## src/rtl/algo_2ror1w_a2_pkg.sv

```systemverilog
// Shared types for the 2ror1w_a2 client-side scheduler: issue kinds and request entries.
package algo_2ror1w_a2_pkg;
  localparam int READ_LAT_DEF = 2;
  localparam int WIDTH_DEF    = 32;
  localparam int BITADDR_DEF  = 13;

  typedef enum logic [1:0] {ISS_IDLE, ISS_READ, ISS_WRITE, ISS_STARVE} issue_e;

  typedef struct packed {
    logic [BITADDR_DEF-1:0] adr;
  } rd_req_t;

  typedef struct packed {
    logic [BITADDR_DEF-1:0] adr;
    logic [WIDTH_DEF-1:0]   dat;
  } wr_req_t;
endpackage

```

## src/rtl/algo_2ror1w_a2_client_sched_if.sv

```systemverilog
// Macro-side client port of the 2ror1w_a2 memory: scheduler is master, macro is slave.
interface algo_2ror1w_a2_client_sched_if #(
  parameter int WIDTH   = 32,
  parameter int BITADDR = 13
);
  logic                 ready;
  logic                 write;
  logic [BITADDR-1:0]   wr_adr;
  logic [WIDTH-1:0]     din;
  logic [1:0]           read;
  logic [2*BITADDR-1:0] rd_adr;
  logic [1:0]           rd_vld;
  logic [2*WIDTH-1:0]   rd_dout;

  modport master (input ready, rd_vld, rd_dout, output write, wr_adr, din, read, rd_adr);
  modport slave  (output ready, rd_vld, rd_dout, input write, wr_adr, din, read, rd_adr);
endinterface

```

## src/rtl/algo_2ror1w_a2_req_fifo.sv

```systemverilog
// Synchronous request FIFO; pointers carry an extra wrap bit to separate full from empty.
module algo_2ror1w_a2_req_fifo #(
  parameter int W     = 13,
  parameter int DEPTH = 4,
  parameter int BITD  = 2
) (
  input  logic         clk,
  input  logic         rst,
  input  logic         push,
  input  logic [W-1:0] din,
  input  logic         pop,
  output logic         full,
  output logic         empty,
  output logic [W-1:0] head
);
  typedef logic [BITD:0] ptr_t;

  logic [W-1:0] mem [DEPTH];
  ptr_t         wptr, rptr;
  logic         do_push, do_pop;

  assign empty   = (wptr == rptr);
  assign full    = (wptr[BITD] != rptr[BITD]) && (wptr[BITD-1:0] == rptr[BITD-1:0]);
  assign do_push = push && !full;
  assign do_pop  = pop && !empty;
  assign head    = mem[rptr[BITD-1:0]];

  always_ff @(posedge clk) begin
    if (rst) begin
      wptr <= '0;
      rptr <= '0;
    end else begin
      if (do_push) wptr <= wptr + ptr_t'(1);
      if (do_pop)  rptr <= rptr + ptr_t'(1);
    end
  end

  always_ff @(posedge clk)
    if (do_push) mem[wptr[BITD-1:0]] <= din;
endmodule

```

## src/rtl/algo_2ror1w_a2_client_sched.sv

```systemverilog
// Buffers two read streams and one write stream, issuing reads-first with a write
// starvation bound, and tracks outstanding reads per port for protocol errors.
module algo_2ror1w_a2_client_sched
  import algo_2ror1w_a2_pkg::*;
#(
  parameter int WIDTH      = 32,
  parameter int BITADDR    = 13,
  parameter int FIFO_DEPTH = 4,
  parameter int BITFIFO    = 2,
  parameter int WR_STARV   = 8,
  parameter int READ_LAT   = READ_LAT_DEF,
  parameter int BITOUT     = 3
) (
  input  logic                 clk,
  input  logic                 rst,
  input  logic [1:0]           rq_vld,
  output logic [1:0]           rq_rdy,
  input  logic [2*BITADDR-1:0] rq_adr,
  input  logic                 wq_vld,
  output logic                 wq_rdy,
  input  logic [BITADDR-1:0]   wq_adr,
  input  logic [WIDTH-1:0]     wq_din,
  algo_2ror1w_a2_client_sched_if.master mem,
  output logic [1:0]           rsp_vld,
  output logic [2*WIDTH-1:0]   rsp_dout,
  output logic                 err
);
  localparam int SW = $clog2(WR_STARV + 1);
  localparam logic [BITOUT-1:0] OUT_MAX = '1;

  if ((1 << BITOUT) <= READ_LAT + 1) begin : g_bitout_chk
    $error("BITOUT too narrow for READ_LAT outstanding reads");
  end

  typedef struct packed {
    logic [BITADDR-1:0] adr;
    logic [WIDTH-1:0]   dat;
  } wr_ent_t;

  logic [1:0]               rq_full, rq_empty, rd_pop;
  logic [1:0][BITADDR-1:0]  rq_head;
  logic                     wq_full, wq_empty, wr_pop;
  wr_ent_t                  wq_in, wq_head;
  issue_e                   kind;
  logic [SW-1:0]            starv_cnt;
  logic [1:0][BITOUT-1:0]   out_cnt;

  logic                     write_q;
  logic [BITADDR-1:0]       wr_adr_q;
  logic [WIDTH-1:0]         din_q;
  logic [1:0]               read_q;
  logic [1:0][BITADDR-1:0]  rd_adr_q;

  for (genvar p = 0; p < 2; p++) begin : g_rq
    algo_2ror1w_a2_req_fifo #(.W(BITADDR), .DEPTH(FIFO_DEPTH), .BITD(BITFIFO)) u_rq (
      .clk  (clk),
      .rst  (rst),
      .push (rq_vld[p] && rq_rdy[p]),
      .din  (rq_adr[p*BITADDR +: BITADDR]),
      .pop  (rd_pop[p]),
      .full (rq_full[p]),
      .empty(rq_empty[p]),
      .head (rq_head[p])
    );
  end

  assign wq_in = '{adr: wq_adr, dat: wq_din};

  algo_2ror1w_a2_req_fifo #(.W(BITADDR + WIDTH), .DEPTH(FIFO_DEPTH), .BITD(BITFIFO)) u_wq (
    .clk  (clk),
    .rst  (rst),
    .push (wq_vld && wq_rdy),
    .din  (wq_in),
    .pop  (wr_pop),
    .full (wq_full),
    .empty(wq_empty),
    .head (wq_head)
  );

  assign rq_rdy = ~rq_full;
  assign wq_rdy = ~wq_full;

  // Priority: forced write, then any reads, then an unforced write.
  always_comb begin
    kind = ISS_IDLE;
    if (mem.ready) begin
      if (!wq_empty && starv_cnt >= SW'(WR_STARV)) kind = ISS_STARVE;
      else if (rq_empty != 2'b11)                  kind = ISS_READ;
      else if (!wq_empty)                          kind = ISS_WRITE;
    end
  end

  assign rd_pop = (kind == ISS_READ) ? ~rq_empty : 2'b00;
  assign wr_pop = (kind == ISS_STARVE) || (kind == ISS_WRITE);

  always_ff @(posedge clk) begin
    if (rst) begin
      starv_cnt <= '0;
    end else if (mem.ready) begin
      if (wr_pop || wq_empty)
        starv_cnt <= '0;
      else if (kind == ISS_READ && starv_cnt < SW'(WR_STARV))
        starv_cnt <= starv_cnt + SW'(1);
    end
  end

  // Address/data registers only move with their strobe so the pins hold last value.
  always_ff @(posedge clk) begin
    if (rst) begin
      write_q  <= 1'b0;
      wr_adr_q <= '0;
      din_q    <= '0;
      read_q   <= 2'b00;
      rd_adr_q <= '0;
    end else begin
      write_q <= wr_pop;
      read_q  <= rd_pop;
      if (wr_pop) begin
        wr_adr_q <= wq_head.adr;
        din_q    <= wq_head.dat;
      end
      for (int p = 0; p < 2; p++)
        if (rd_pop[p]) rd_adr_q[p] <= rq_head[p];
    end
  end

  assign mem.write  = write_q;
  assign mem.wr_adr = wr_adr_q;
  assign mem.din    = din_q;
  assign mem.read   = read_q;
  assign mem.rd_adr = rd_adr_q;

  always_ff @(posedge clk) begin
    if (rst) begin
      out_cnt <= '0;
      err     <= 1'b0;
    end else begin
      for (int p = 0; p < 2; p++) begin
        case ({read_q[p], mem.rd_vld[p]})
          2'b10: if (out_cnt[p] == OUT_MAX) err <= 1'b1;
                 else out_cnt[p] <= out_cnt[p] + BITOUT'(1);
          2'b01: if (out_cnt[p] == '0) err <= 1'b1;
                 else out_cnt[p] <= out_cnt[p] - BITOUT'(1);
          default: ;
        endcase
      end
    end
  end

  assign rsp_vld  = mem.rd_vld;
  assign rsp_dout = mem.rd_dout;
endmodule

```

## src/flat_wrapper.sv

```systemverilog
// flat-port wrapper written by rule: the top's interface ports become plain ports
module algo_2ror1w_a2_client_sched_flat import algo_2ror1w_a2_pkg::*;
#(
  parameter int WIDTH      = 32,
  parameter int BITADDR    = 13,
  parameter int FIFO_DEPTH = 4,
  parameter int BITFIFO    = 2,
  parameter int WR_STARV   = 8,
  parameter int READ_LAT   = READ_LAT_DEF,
  parameter int BITOUT     = 3
)
  (clk, rst, rq_vld, rq_rdy, rq_adr, wq_vld, wq_rdy, wq_adr, wq_din, rsp_vld, rsp_dout, err, mem_ready, mem_rd_vld, mem_rd_dout, mem_write, mem_wr_adr, mem_din, mem_read, mem_rd_adr);
  algo_2ror1w_a2_client_sched_if #(.WIDTH(WIDTH), .BITADDR(BITADDR)) mem_i ();
  input  logic clk;
  input  logic rst;
  input  logic [1:0] rq_vld;
  output logic [1:0] rq_rdy;
  input  logic [2*BITADDR-1:0] rq_adr;
  input  logic wq_vld;
  output logic wq_rdy;
  input  logic [BITADDR-1:0] wq_adr;
  input  logic [WIDTH-1:0] wq_din;
  output logic [1:0] rsp_vld;
  output logic [2*WIDTH-1:0] rsp_dout;
  output logic err;
  input wire logic [$bits(mem_i.ready)-1:0] mem_ready;
  input wire logic [$bits(mem_i.rd_vld)-1:0] mem_rd_vld;
  input wire logic [$bits(mem_i.rd_dout)-1:0] mem_rd_dout;
  output wire logic [$bits(mem_i.write)-1:0] mem_write;
  output wire logic [$bits(mem_i.wr_adr)-1:0] mem_wr_adr;
  output wire logic [$bits(mem_i.din)-1:0] mem_din;
  output wire logic [$bits(mem_i.read)-1:0] mem_read;
  output wire logic [$bits(mem_i.rd_adr)-1:0] mem_rd_adr;
  assign mem_i.ready = mem_ready;
  assign mem_i.rd_vld = mem_rd_vld;
  assign mem_i.rd_dout = mem_rd_dout;
  assign mem_write = mem_i.write;
  assign mem_wr_adr = mem_i.wr_adr;
  assign mem_din = mem_i.din;
  assign mem_read = mem_i.read;
  assign mem_rd_adr = mem_i.rd_adr;
  algo_2ror1w_a2_client_sched #(.WIDTH(WIDTH), .BITADDR(BITADDR), .FIFO_DEPTH(FIFO_DEPTH), .BITFIFO(BITFIFO), .WR_STARV(WR_STARV), .READ_LAT(READ_LAT), .BITOUT(BITOUT)) u_core (.clk(clk), .rst(rst), .rq_vld(rq_vld), .rq_rdy(rq_rdy), .rq_adr(rq_adr), .wq_vld(wq_vld), .wq_rdy(wq_rdy), .wq_adr(wq_adr), .wq_din(wq_din), .mem(mem_i), .rsp_vld(rsp_vld), .rsp_dout(rsp_dout), .err(err));
endmodule
```

## config.mk

```make
export PLATFORM = sky130hd
export DESIGN_NAME = algo_2ror1w_a2_client_sched_flat
export DESIGN_NICKNAME = d
export VERILOG_FILES = /design/src/rtl/algo_2ror1w_a2_pkg.sv /design/src/rtl/algo_2ror1w_a2_client_sched_if.sv /design/src/rtl/algo_2ror1w_a2_req_fifo.sv /design/src/rtl/algo_2ror1w_a2_client_sched.sv /design/src/flat_wrapper.sv
export SDC_FILE = /design/constraint.sdc
export NUM_CORES = 1
export LEC_CHECK = 0
export BUFFER_PORTS_ARGS = -buffer_cell sky130_fd_sc_hd__buf_4
export CORE_MARGIN = 2
export CORE_UTILIZATION = 55
export DETAILED_ROUTE_END_ITERATION = 10
export PLACE_DENSITY = 0.87
export SLEW_MARGIN = 25
export SYNTH_ARGS = -nofsm -noshare
export SYNTH_HDL_FRONTEND = slang
export SYNTH_SLANG_ARGS = --single-unit
```

## constraint.sdc

```tcl
create_clock -name clk -period 2.8 [get_ports clk]
set_clock_uncertainty 0.05 [all_clocks]
set_input_delay 0.56 -clock clk [delete_from_list [all_inputs] [get_ports clk]]
set_output_delay 0.56 -clock clk [all_outputs]
set_load 0.1 [all_outputs]
```

# Word-level counts from Yosys, hierarchy flattened
# Memories as Yosys holds them, arrays and structs flattened. A register that Yosys moved wholly into a read port is not among the register bits.
# Index checks and enable logic that the tools add are counted.
# classes
addsub,11
mul,0
n_div,0
n_lt_le_gt_ge,2
n_eq_ne,23
n_shift,0
mux,25
n_bitwise,3
n_reduce_logical,30
# ops
op,n
"adder 3 x 1 -> 3 bit, second input constant",8
logical AND 1 bit,14
two-way mux 3 bit,4
one-hot mux 3 bit (2 select lines),2
two-way mux 1 bit,10
two-way mux 2 bit,5
"inequality test 2 bit, second input constant",5
equality test 3 bit,3
"equality test 2 bit, second input constant",4
two-way mux 4 bit,2
"equality test 2 x 1 -> 1 bit, second input constant",3
equality test 2 bit,3
"equality test 3 bit, second input constant",2
logical NOT 1 bit,6
logical NOT 3 bit,2
AND reduction 3 bit,2
nonzero test 2 bit,3
"subtractor 3 x 1 -> 3 bit, second input constant",2
"adder 4 x 1 -> 4 bit, second input constant",1
"greater-or-equal comparator 4 bit, second input constant",1
"< comparator 4 bit, second input constant",1
inverter 2 bit,2
one-hot mux 1 bit (2 select lines),2
inequality test 1 bit,3
3 further kinds,4
# word_totals
register_bits,32
latchBits,0
ramBits,284
mem_bits_ro,0
in_bits,143
word_cells,109
mem_count,3
# memory_table
memory,words,width,rd,rd_ports_with_merged_regs,wr,line_no,text
u_core.u_wq.mem,4,45,1,1,1,algo_2ror1w_a2_req_fifo.sv:18,logic [W-1:0] mem [DEPTH];
u_core.g_rq[0].u_rq.mem,4,13,1,1,1,algo_2ror1w_a2_req_fifo.sv:18,
u_core.g_rq[1].u_rq.mem,4,13,1,1,1,algo_2ror1w_a2_req_fifo.sv:18,

# Longest topological paths before layout
# Gate-level depths: netlist of the first run.
# depth
depth_word,10
depth_mapped,8
mapped_depth_nobuf,8

# Modules after synthesis
# Synthesis of the first run repeated with hierarchy kept, for this count alone.
# unflattened
cells_unflattened,1097
area_unflattened_um2,16204.3
# by_module_without_submodules
mod,n_inst,cells_each,area_per_inst_um2,seq_area_each_um2
algo_2ror1w_a2_req_fifo at u_core.u_wq,1,303,7055.5,5565.3
algo_2ror1w_a2_req_fifo at u_core.g_rq[0].u_rq ...,2,135,2447.3,1721.7
algo_2ror1w_a2_client_sched,1,524,4254.1,1701.6

# Worst setup path before layout of the first run
# Ideal clock, no wire load.
# synth_path
path_kind,input-to-reg
from,input port wq_vld
to,"memory u_core.u_wq.mem[3][0] (netlist bit), enable pin"
setup_time_ns,0.409
t_arrival_ns,2.100
setup_slack_ns,0.241
path_stages,3
n_path_buf,0
path_cell_list,inv_1 > a31oi_1 > and2_1
# synth_via
elab_chain_len,4
# synth_lines
element,line_no,text
"start, declared",flat_wrapper.sv:19,input logic wq_vld;
logical AND 1 bit,algo_2ror1w_a2_client_sched.sv:72,".push (wq_vld && wq_rdy),"
logical AND 1 bit,algo_2ror1w_a2_req_fifo.sv:24,assign do_push = push && !full;
two-way mux 1 bit,algo_2ror1w_a2_req_fifo.sv:39,if (do_push) mem[wptr[BITD-1:0]] <= din;
two-way mux 1 bit (implied by the code),algo_2ror1w_a2_req_fifo.sv:39,
"end, declared",algo_2ror1w_a2_req_fifo.sv:18,
# Every way passes these cells.

# Final worst setup path of the first run
# layout_path
from,register u_core.u_wq.wptr[0]
to,output port wq_rdy
# layout_via
elab_chain_len,3
# layout_lines
element,line_no,text
"start, declared",algo_2ror1w_a2_req_fifo.sv:19,"ptr_t wptr, rptr;"
"start signal, assigned",algo_2ror1w_a2_req_fifo.sv:33,if (do_push) wptr <= wptr + ptr_t'(1);
equality test 2 bit,algo_2ror1w_a2_req_fifo.sv:23,assign full = (wptr[BITD] != rptr[BITD]) && (wptr[BITD-1:0] == rptr[BITD-1:0]);
logical AND 1 bit,algo_2ror1w_a2_req_fifo.sv:23,
inverter 1 bit,algo_2ror1w_a2_client_sched.sv:81,assign wq_rdy = ~wq_full;
"end, declared",flat_wrapper.sv:20,output logic wq_rdy;
# Every way passes these cells.

==> flow_metrics.env, run 1 <==
export IMPL_status="completed"
export IMPL_placed_cells_incl_taps=1375
export IMPL_drtIter0Drc=576
export IMPL_instances_no_fill=1448
export IMPL_syn_area_um2=15300
export IMPL_core_area_um2=27100
export IMPL_fin_util=0.650
export IMPL_place_congestion=0.750
export IMPL_mostFrequentLayoutCells="edfxtp_1 (284), buf_4 (176), dfxtp_1 (101)"
export IMPL_final_common_cell="edfxtp_1"
export IMPL_clock_fmax_ghz=0.444
export IMPL_die_x_um=171
export IMPL_dp_hpwl_um=20200
export IMPL_clkPwrFrac=0.333
export IMPL_swShare=0.303
export IMPL_postRouteAntennaNets=0
export IMPL_die_y_um=171
export IMPL_numCtsBuffers=39
export IMPL_fin_ws_ps=547
export IMPL_wl_per_cell_um=22.3
export IMPL_start_util=0.563
export IMPL_tns_ps=0
export IMPL_post_cts_resized=0
export IMPL_holdBufCountCts=0
export IMPL_crit_path_top_delay_cell="dfxtp_1"
export IMPL_wl_um=32300
export IMPL_post_cts_buffers=0
export IMPL_cts_tree="built"
export IMPL_yosys_cell_types_count=39
export IMPL_hold_path_class="in2reg"
export IMPL_placement_io_buffers=158
export IMPL_fp_row_count=60
export IMPL_start_kind="flip-flop"
export IMPL_hold_ws_ps=174
export IMPL_path_class="reg2out"
export IMPL_power_internal_uw=10300
export IMPL_worstPathMaxFanout=5
export IMPL_cap_violations=0
export IMPL_syn_inst=942
export IMPL_grt_max_degree=59
export IMPL_peakVddDrop_uv=728
export IMPL_firstDrtPassIters=4
export IMPL_clockRootBuffer="clkbuf_16"
export IMPL_route_detailed_drc=0
export IMPL_fin_crit_sh=0.805
export IMPL_clk_pin_slew_worst_paths_ps=60
export IMPL_syn_nets=1108
export IMPL_synth_seq_cells=387
export IMPL_seq_area_frac_synth=0.694
export IMPL_clkLatencyLatePin_ps=540
export IMPL_cp_arrival_ps=1640
export IMPL_power_share_sequential=0.454
export IMPL_grt_antenna_before_repair=1
export IMPL_post_drt_via_cell_ratio=5.70
export IMPL_postSynthAreaPerCell_um2=16.2
export IMPL_max_stage_delay_ps=370
export IMPL_fin_nets=1210
export IMPL_drv_slew=0
export IMPL_num_io_pins=287
export IMPL_vias=8256
export IMPL_area_growth_syn_to_layout_pct=15.5
export IMPL_power_switching_uw=4490
export IMPL_ys_warnings_count=0
export IMPL_cts_sinks=387
export IMPL_die_area_um2=29100
export IMPL_setup_viol=0
export IMPL_end_kind="primary output"
export IMPL_period_needed_ps=2250
export IMPL_pwr_share_comb=0.212
export IMPL_powerDensity_nw_per_um2=842
export IMPL_worst_pin_slew_ps=932
export IMPL_grt_pass1_wl_um=49200
export IMPL_grt_usage=0.223
export IMPL_drive_gt1_frac=0.305
export IMPL_hold_viol=0
export IMPL_grt_pass1_vias=8647
export IMPL_post_place_ws_ps=583
export IMPL_path_cells="xnor2_1 > nand3_1 > buf_4"
export IMPL_critPathRequiredTime_ps=2190
export IMPL_rsz0062_at_grt="no"
export IMPL_p_leak_uw=0.00631
export IMPL_grt_ovfl_total=0
export IMPL_htree_levels=2
export IMPL_clockBufferDepth=3
export IMPL_maxSlewHeadroom=0.379
[cell usage after synthesis]
library cell / count / area share
nand2_1: 5 / 0.0012
a21oi_1: 54 / 0.018
mux4_2: 69 / 0.10
and3_1: 1 / 0.00041
nand3b_2: 1 / 0.00074
buf_4: 75 / 0.037
mux2_2: 1 / 0.00074
mux2i_1: 30 / 0.020
xnor2_1: 12 / 0.0069
nand3b_1: 1 / 0.00049
a41o_1: 2 / 0.0013
a211oi_1: 2 / 0.00098
nor2_1: 52 / 0.013
nand2b_1: 1 / 0.00041
or3_1: 3 / 0.0012
a31o_2: 1 / 0.00057
xor2_1: 8 / 0.0046
or4b_2: 2 / 0.0013
buf_2: 15 / 0.0049
inv_1: 27 / 0.0066
clkbuf_1: 26 / 0.0064
o21a_4: 1 / 0.00098
o22ai_1: 1 / 0.00041
nand4_1: 3 / 0.0012
o21ai_0: 50 / 0.016
mux4_1: 2 / 0.0034
edfxtp_1: 284 / 0.56
o32ai_1: 1 / 0.00057
xnor2_2: 4 / 0.0043
nand3_1: 54 / 0.018
nor3_1: 2 / 0.00066
ha_1: 21 / 0.017
nor2b_1: 3 / 0.0012
and2_1: 13 / 0.0053
buf_6: 5 / 0.0037
a22oi_1: 2 / 0.00098
dfxtp_1: 103 / 0.14
fa_1: 2 / 0.0026
a31oi_1: 3 / 0.0012
[worst paths after layout]
path	slack, ps	start	to	depth (start not counted)
max	550	u_core.u_wq.wptr[0]$_SDFFE_PP0P_	wq_rdy	3
min	170	wq_din[17]	u_core.u_wq.mem[0][17]$_DFFE_PP_	1
max reg2reg	610	u_core.g_rq[0].u_rq.wptr[0]$_SDFFE_PP0P_	u_core.g_rq[0].u_rq.mem[0][7]$_DFFE_PP_	3
min reg2reg	430	u_core.mem.din[30]$_SDFFE_PP0P_	u_core.mem.din[30]$_SDFFE_PP0P_	2
[flip-flops by register name, summed over array words and instances (netlist names)]
name,flops
u_core.u_wq.mem,180
u_core.g_rq.u_rq.mem,104
u_core.mem.din,32
u_core.mem.rd_adr,26
u_core.mem.wr_adr,13
u_core.g_rq.u_rq.rptr,6
u_core.g_rq.u_rq.wptr,6
u_core.out_cnt,6
u_core.starv_cnt,4
u_core.u_wq.rptr,3
u_core.u_wq.wptr,3
u_core.mem.read,2
u_core.err,1
u_core.mem.write,1
[kinds of logic after synthesis]
family / count (synthesis) / share of synthesized area
AO/OA/AOI/OAI: 117 / 0.0412
flip-flops: 387 / 0.694
XOR/XNOR: 24 / 0.0157
buffers and inverters: 148 / 0.0586
AND/OR/NAND/NOR: 141 / 0.0448
adder cells (fa/ha/maj): 23 / 0.0198
multiplexers: 102 / 0.126
[per-layer routing]
| metal | track usage | share of wire |
|---|---|---|
| met1 | 0.266 | 0.36 |
| met2 | 0.393 | 0.52 |
| met3 | 0.0437 | 0.069 |
| met4 | 0.104 | 0.047 |
| met5 | 0 | 0 |
[worst max-delay path: cells and delay by family, from the launching register on]
family                    cells  cell delay (ps)
DFF                           1              370
xor gates and xnor gates      1              350
buffers and inverters         1              250
and+or+nand+nor               1              130
[stage by stage]
step	instance area (um^2)	total power, uW
detailed placement	16400	10000
global route	17600	15400
global placement	16400	9930
finish	17600	14800
floorplan	15300	9660
CTS	17600	14900
[area by class of cell]
class | instances | area [um^2]
multi-input cells | 407 | 3790
flip-flops and latches | 387 | 10600
fillers | 1817 | 9480
inverters | 27 | 101
clock inverters | 18 | 151
repair buffers | 182 | 1440
well taps | 372 | 465
clock buffers | 54 | 1070
diodes | 1 | 2.50
[power by group through the flow]
stage / Sequential (uW) / Combinational (uW) / Clock [uW]
after floorplan: 7760 / 1890 / 0
after global placement: 6830 / 3100 / 0
after detailed placement: 6850 / 3170 / 0
after CTS: 6730 / 3190 / 5010
after global routing: 6770 / 3360 / 5240
final: 6740 / 3150 / 4940
No activity file was read; power rests on OpenSTA's default activity.
==> inputs of run 2 (changes only) <==
==> constraint.sdc (replaced) <==
create_clock -name clk -period 2.3 [get_ports clk]
set_clock_uncertainty 0.05 [all_clocks]
set_input_delay 0.46 -clock clk [delete_from_list [all_inputs] [get_ports clk]]
set_output_delay 0.46 -clock clk [all_outputs]
set_load 0.1 [all_outputs]
==> run 2 against run 1 <==
Final area up 0.75%. Highest routed layer unchanged. Non-clock buffer count grew 10. Final cell count grew 0.55%. Setup slack got worse by 370 ps. Critical path type unchanged. Via count rose by 1.4%. Die area is the same. Register-to-register slack worse by 300 ps. Core utilization grew 0.48 points. Power increased by 23%. Count of clock-buffer cells in the layout up 6. Worst hold slack worse by 89 ps. Sequential cell count unchanged.
==> flow_metrics.env, run 2 (synthesis gave the netlist of run 1 again) <==
export IMPL_peakVddDrop_uv=701
export IMPL_grt_ovfl_total=0
export IMPL_wl_um=32800
export IMPL_grt_max_degree=49
export IMPL_power_internal_uw=12800
export IMPL_fin_nets=1220
export IMPL_core_area_um2=27100
export IMPL_end_kind="primary output"
export IMPL_drtIter0Drc=631
export IMPL_maxSlewHeadroom=0.540
export IMPL_wl_per_cell_um=22.5
export IMPL_worst_pin_slew_ps=691
export IMPL_multiInputGateArea_um2=3790
export IMPL_power_share_sequential=0.451
export IMPL_route_detailed_drc=0
export IMPL_num_io_pins=287
export IMPL_path_buf_inv=1
export IMPL_postRouteAntennaNets=0
export IMPL_path_cells="xnor2_1 > nand3_1 > buf_4"
export IMPL_clockRootBuffer="clkbuf_16"
export IMPL_critPathTopFamily="flip-flops"
export IMPL_cp_arrival_ps=1620
export IMPL_path_class="reg2out"
export IMPL_die_area_um2=29100
export IMPL_cts_tree="built"
export IMPL_vias=8369
export IMPL_final_common_cell="edfxtp_1"
export IMPL_grt_antenna_before_repair=1
export IMPL_area_growth_syn_to_layout_pct=16.4
export IMPL_swShare=0.295
export IMPL_hold_path_class="in2reg"
export IMPL_powerDensity_nw_per_um2=1020
export IMPL_cap_violations=0
export IMPL_clockBufferDepth=3
export IMPL_clock_fmax_ghz=0.470
export IMPL_power_switching_uw=5370
export IMPL_drv_slew=0
export IMPL_grt_pass1_wl_um=49600
export IMPL_clkPwrFrac=0.334
export IMPL_grt_pass1_vias=8780
export IMPL_hold_viol=0
export IMPL_period_needed_ps=2130
export IMPL_drive_gt1_frac=0.306
export IMPL_fin_crit_sh=0.924
export IMPL_post_drt_via_cell_ratio=5.75
export IMPL_post_cts_buffers=0
export IMPL_largest_reg_flops=180
export IMPL_start_util=0.563
export IMPL_cts_sinks=387
export IMPL_die_y_um=171
export IMPL_placement_io_buffers=158
export IMPL_pwr_share_comb=0.215
export IMPL_start_kind="flip-flop"
export IMPL_power_uw=18200
export IMPL_htree_levels=2
export IMPL_clk_pin_slew_worst_paths_ps=60
export IMPL_p_leak_uw=0.00636
export IMPL_tns_ps=0
export IMPL_numCtsBuffers=39
export IMPL_critPathRequiredTime_ps=1790
export IMPL_place_congestion=0.756
export IMPL_worstPathMaxFanout=4
export IMPL_grt_usage=0.227
export IMPL_seqCellArea_um2=10600
export IMPL_firstDrtPassIters=5
export IMPL_max_stage_delay_ps=360
export IMPL_crit_path_top_delay_cell="dfxtp_1"
export IMPL_rsz0062_at_grt="no"
export IMPL_die_x_um=171
export IMPL_mostFrequentLayoutCells="edfxtp_1 (284), buf_4 (182), dfxtp_1 (101)"
export IMPL_post_cts_resized=0
export IMPL_status="completed"
export IMPL_dp_hpwl_um=20600
export IMPL_holdBufCountCts=0
export IMPL_clkLatencyLatePin_ps=520
export IMPL_fp_row_count=60
export IMPL_num_fill_cells=1817
export IMPL_setup_viol=0
-- run 2: changes by cell type in the layout (fill, tap and decap cells not counted), moves of 2 or more --
| cell | change |
|---|---|
| clkinv_2 | -7 |
| buf_4 | +6 |
| buf_12 | +4 |
| clkbuf_1 | +4 |
| inv_16 | -2 |
-- run 2: per-layer routing --
layer / GRT usage / routed length [um] / vias to the layer above
met1: 0.258 / 11300 / 4162
met4: 0.120 / 1620 / 0
met5: 0 / 0 / -
li1: - / - / 3710
met3: 0.0509 / 2530 / 123
met2: 0.400 / 17300 / 374
-- run 2: power groups by stage --
stage,combinational (uW),clock [uW],sequential (uW)
after detailed placement,3920,0,8340
after CTS,3950,6170,8200
after floorplan,2310,0,9450
after global routing,4150,6480,8230
final,3920,6070,8200
after global placement,3830,0,8310
-- run 2: final timing paths --
path,start,to,slack (ps),depth (start not counted)
hold / removal,wq_din[30],u_core.u_wq.mem[2][30]$_DFFE_PP_,90,1
setup reg to reg,u_core.u_wq.wptr[1]$_SDFFE_PP0P_,u_core.mem.din[16]$_SDFFE_PP0P_,310,6
setup / recovery,u_core.u_wq.wptr[1]$_SDFFE_PP0P_,wq_rdy,170,3
hold reg to reg,u_core.mem.wr_adr[5]$_SDFFE_PP0P_,u_core.mem.wr_adr[5]$_SDFFE_PP0P_,430,2
-- run 2: stage by stage --
stage	hold slack [ps]	cell area (um^2)	util	setup slack (ps)	cells
floorplan	420	15300	-	113	942
global placement	414	16500	0.610	355	1385
detailed placement	421	16500	0.610	294	1385
CTS	67.0	17800	0.655	164	1455
global route	69.4	17800	0.655	34.3	1456
finish	85.2	17800	0.655	174	1456
-- run 2: area by class of cell --
type | instances | area share
flip-flops and latches | 387 | 0.597
multi-input cells | 407 | 0.213
repair buffers | 192 | 0.0882
clock buffers | 60 | 0.0634
well taps | 372 | 0.0262
clock inverters | 10 | 0.00599
inverters | 27 | 0.00571
diodes | 1 | 0.000141
-- run 2: worst register-to-register path, stage by stage, from the launching register on --
cell	delay, ps
dfxtp_1	360
xnor2_1	350
nand3_1	170
nand2_1	420
buf_4	280
o21ai_0	100
a21oi_1	200
==> inputs of run 3 (changes only) <==
--- a/config.mk
+++ b/config.mk
@@ -5,11 +5,13 @@
 export SDC_FILE = /design/constraint.sdc
 export NUM_CORES = 1
 export LEC_CHECK = 0
-export BUFFER_PORTS_ARGS = -buffer_cell sky130_fd_sc_hd__buf_4
+export CAP_MARGIN = 20
 export CORE_MARGIN = 2
 export CORE_UTILIZATION = 55
 export DETAILED_ROUTE_END_ITERATION = 10
-export PLACE_DENSITY = 0.87
+export DONT_BUFFER_PORTS = 1
+export PLACE_DENSITY = 0.78
+export SETUP_SLACK_MARGIN = 0.5
 export SLEW_MARGIN = 25
 export SYNTH_ARGS = -nofsm -noshare
 export SYNTH_HDL_FRONTEND = slang
==> run 3 against run 2 <==
The flow now finishes with violations (negative hold slack). Clock power is 10% higher. Largest power group unchanged. Register-to-register slack gained 50 ps. First-iteration DRC count up 29%. Count of clock-buffer cells in the layout is 7 lower.
==> flow_metrics.env, run 3 (synthesis gave the netlist of run 1 again) <==
export IMPL_fin_util=0.725
export IMPL_grt_max_degree=106
export IMPL_critPathRequiredTime_ps=1790
export IMPL_maxSlewHeadroom=0.622
export IMPL_wl_per_cell_um=26.9
export IMPL_power_uw=20300
export IMPL_mostFrequentLayoutCells="edfxtp_1 (284), buf_4 (109), dfxtp_1 (83)"
export IMPL_cp_arrival_ps=1440
export IMPL_cap_violations=0
export IMPL_grt_usage=0.236
export IMPL_num_io_pins=287
export IMPL_core_area_um2=27100
export IMPL_clock_fmax_ghz=0.514
export IMPL_clkLatencyLatePin_ps=570
export IMPL_clk_pin_slew_worst_paths_ps=60
export IMPL_worstPathMaxFanout=3
export IMPL_area_growth_syn_to_layout_pct=28.9
export IMPL_die_x_um=171
export IMPL_firstDrtPassIters=5
export IMPL_grt_pass1_vias=8707
export IMPL_drtIter0Drc=814
export IMPL_drv_slew=0
export IMPL_hold_depth=1
export IMPL_fin_nets=1262
export IMPL_drive_gt1_frac=0.372
export IMPL_hold_path_class="in2reg"
export IMPL_dp_hpwl_um=19800
export IMPL_status="finished with violations"
export IMPL_htree_levels=2
export IMPL_grt_ovfl_total=0
export IMPL_hold_ws_ps=-96.3
export IMPL_grt_antenna_before_repair=0
export IMPL_clockRootBuffer="clkbuf_16"
export IMPL_final_common_cell="edfxtp_1"
export IMPL_place_congestion=0.743
export IMPL_path_class="reg2out"
export IMPL_cts_tree="built"
export IMPL_p_leak_uw=0.00686
export IMPL_postRouteAntennaNets=0
export IMPL_tns_ps=0
export IMPL_worst_pin_slew_ps=565
export IMPL_numCtsBuffers=39
export IMPL_fin_ws_ps=353
export IMPL_period_needed_ps=1950
export IMPL_end_kind="primary output"
export IMPL_die_y_um=171
export IMPL_violations="negative hold slack"
export IMPL_powerDensity_nw_per_um2=1030
export IMPL_clockBufferDepth=3
export IMPL_post_drt_via_cell_ratio=5.99
export IMPL_holdBufCountCts=72
export IMPL_placement_io_buffers=0
export IMPL_die_area_um2=29100
export IMPL_start_util=0.563
export IMPL_largest_reg_flops=180
export IMPL_start_kind="flip-flop"
export IMPL_fp_row_count=60
export IMPL_ff2ff_path_depth=7
export IMPL_vias=8987
export IMPL_post_place_ws_ps=323
export IMPL_rsz0062_at_grt="yes"
export IMPL_route_detailed_drc=0
export IMPL_wl_um=40300
export IMPL_hold_viol=77
export IMPL_grt_pass1_wl_um=51300
export IMPL_peakVddDrop_uv=876
export IMPL_cts_sinks=387
export IMPL_fin_crit_sh=0.847
export IMPL_setup_viol=0
export IMPL_num_fill_cells=1498
-- run 3: cell count changes in the layout (fill, tap and decap cells not counted), moves of 10 or more --
cell           change
a21oi_1           -31
a21oi_2           +31
and2_4            +10
buf_4             -73
clkbuf_16         +13
dfxtp_1           -18
dfxtp_4           +12
dlygate4sd3_1     +72
nand3_1           -35
nand3_2           +13
nand3_4           +22
o21ai_0           -27
o21ai_1           +23
-- run 3: area by class of cell --
| cell class | instances | area [um^2] | area share |
|---|---|---|---|
| Sequential cell | 387 | 10600 | 0.542 |
| Multi-Input combinational cell | 409 | 4510 | 0.229 |
| Timing Repair Buffer | 232 | 2580 | 0.131 |
| Tap cell | 372 | 465 | 0.0237 |
| Clock inverter | 19 | 317 | 0.0161 |
| Clock buffer | 53 | 1040 | 0.0528 |
| Inverter | 27 | 104 | 0.00528 |
| Antenna cell | 1 | 2.50 | 0.000127 |
-- run 3: power by group --
group	internal (uW)	total (uW)	switching (uW)
Sequential	7970	8250	284
Combinational	2060	5380	3320
Clock	3920	6700	2780
Total	13900	20300	6390
-- run 3: path summary, 6_finish.rpt --
check | from | slack, ps | end
min reg2reg | u_core.mem.din[2]$_SDFFE_PP0P_ | 410 | u_core.mem.din[2]$_SDFFE_PP0P_
min | rst | -100 | u_core.mem.din[20]$_SDFFE_PP0P_
max reg2reg | u_core.g_rq[1].u_rq.rptr[2]$_SDFFE_PP0P_ | 360 | u_core.mem.din[1]$_SDFFE_PP0P_
max | u_core.g_rq[1].u_rq.wptr[1]$_SDFFE_PP0P_ | 350 | rq_rdy[1]
-- run 3: critical path, stage by stage (launching register included) --
cell and delay [ps]:
dfxtp_4 370, xnor2_4 210, nand3_2 120, buf_12 180
-- run 3: routing by layer --
layer  share of wire  vias up  global-route usage
met5               0        -                   0
met1            0.34     4503               0.280
met4           0.062        0               0.109
met3           0.084      183              0.0495
li1                -     3811                   -
met2            0.51      490               0.416
-- run 3: metrics by stage --
| step | instance area (um^2) | std cells |
|---|---|---|
| final | 19700 | 1500 |
| after detailed placement | 15900 | 1298 |
| after global placement | 15900 | 1298 |
| after floorplan | 15300 | 942 |
| after global routing | 19700 | 1499 |
| after CTS | 18400 | 1461 |
-- run 3: what timing repair did --
| action | CTS | global route |
|---|---|---|
| setup endpoints to repair | 148 | 345 |
| hold endpoints to repair | 386 | 100 |
| pin swaps | 13 | 52 |
| gates resized for setup | 46 | 165 |
| cloned | 3 | 21 |
| buffers inserted | 16 | 17 |
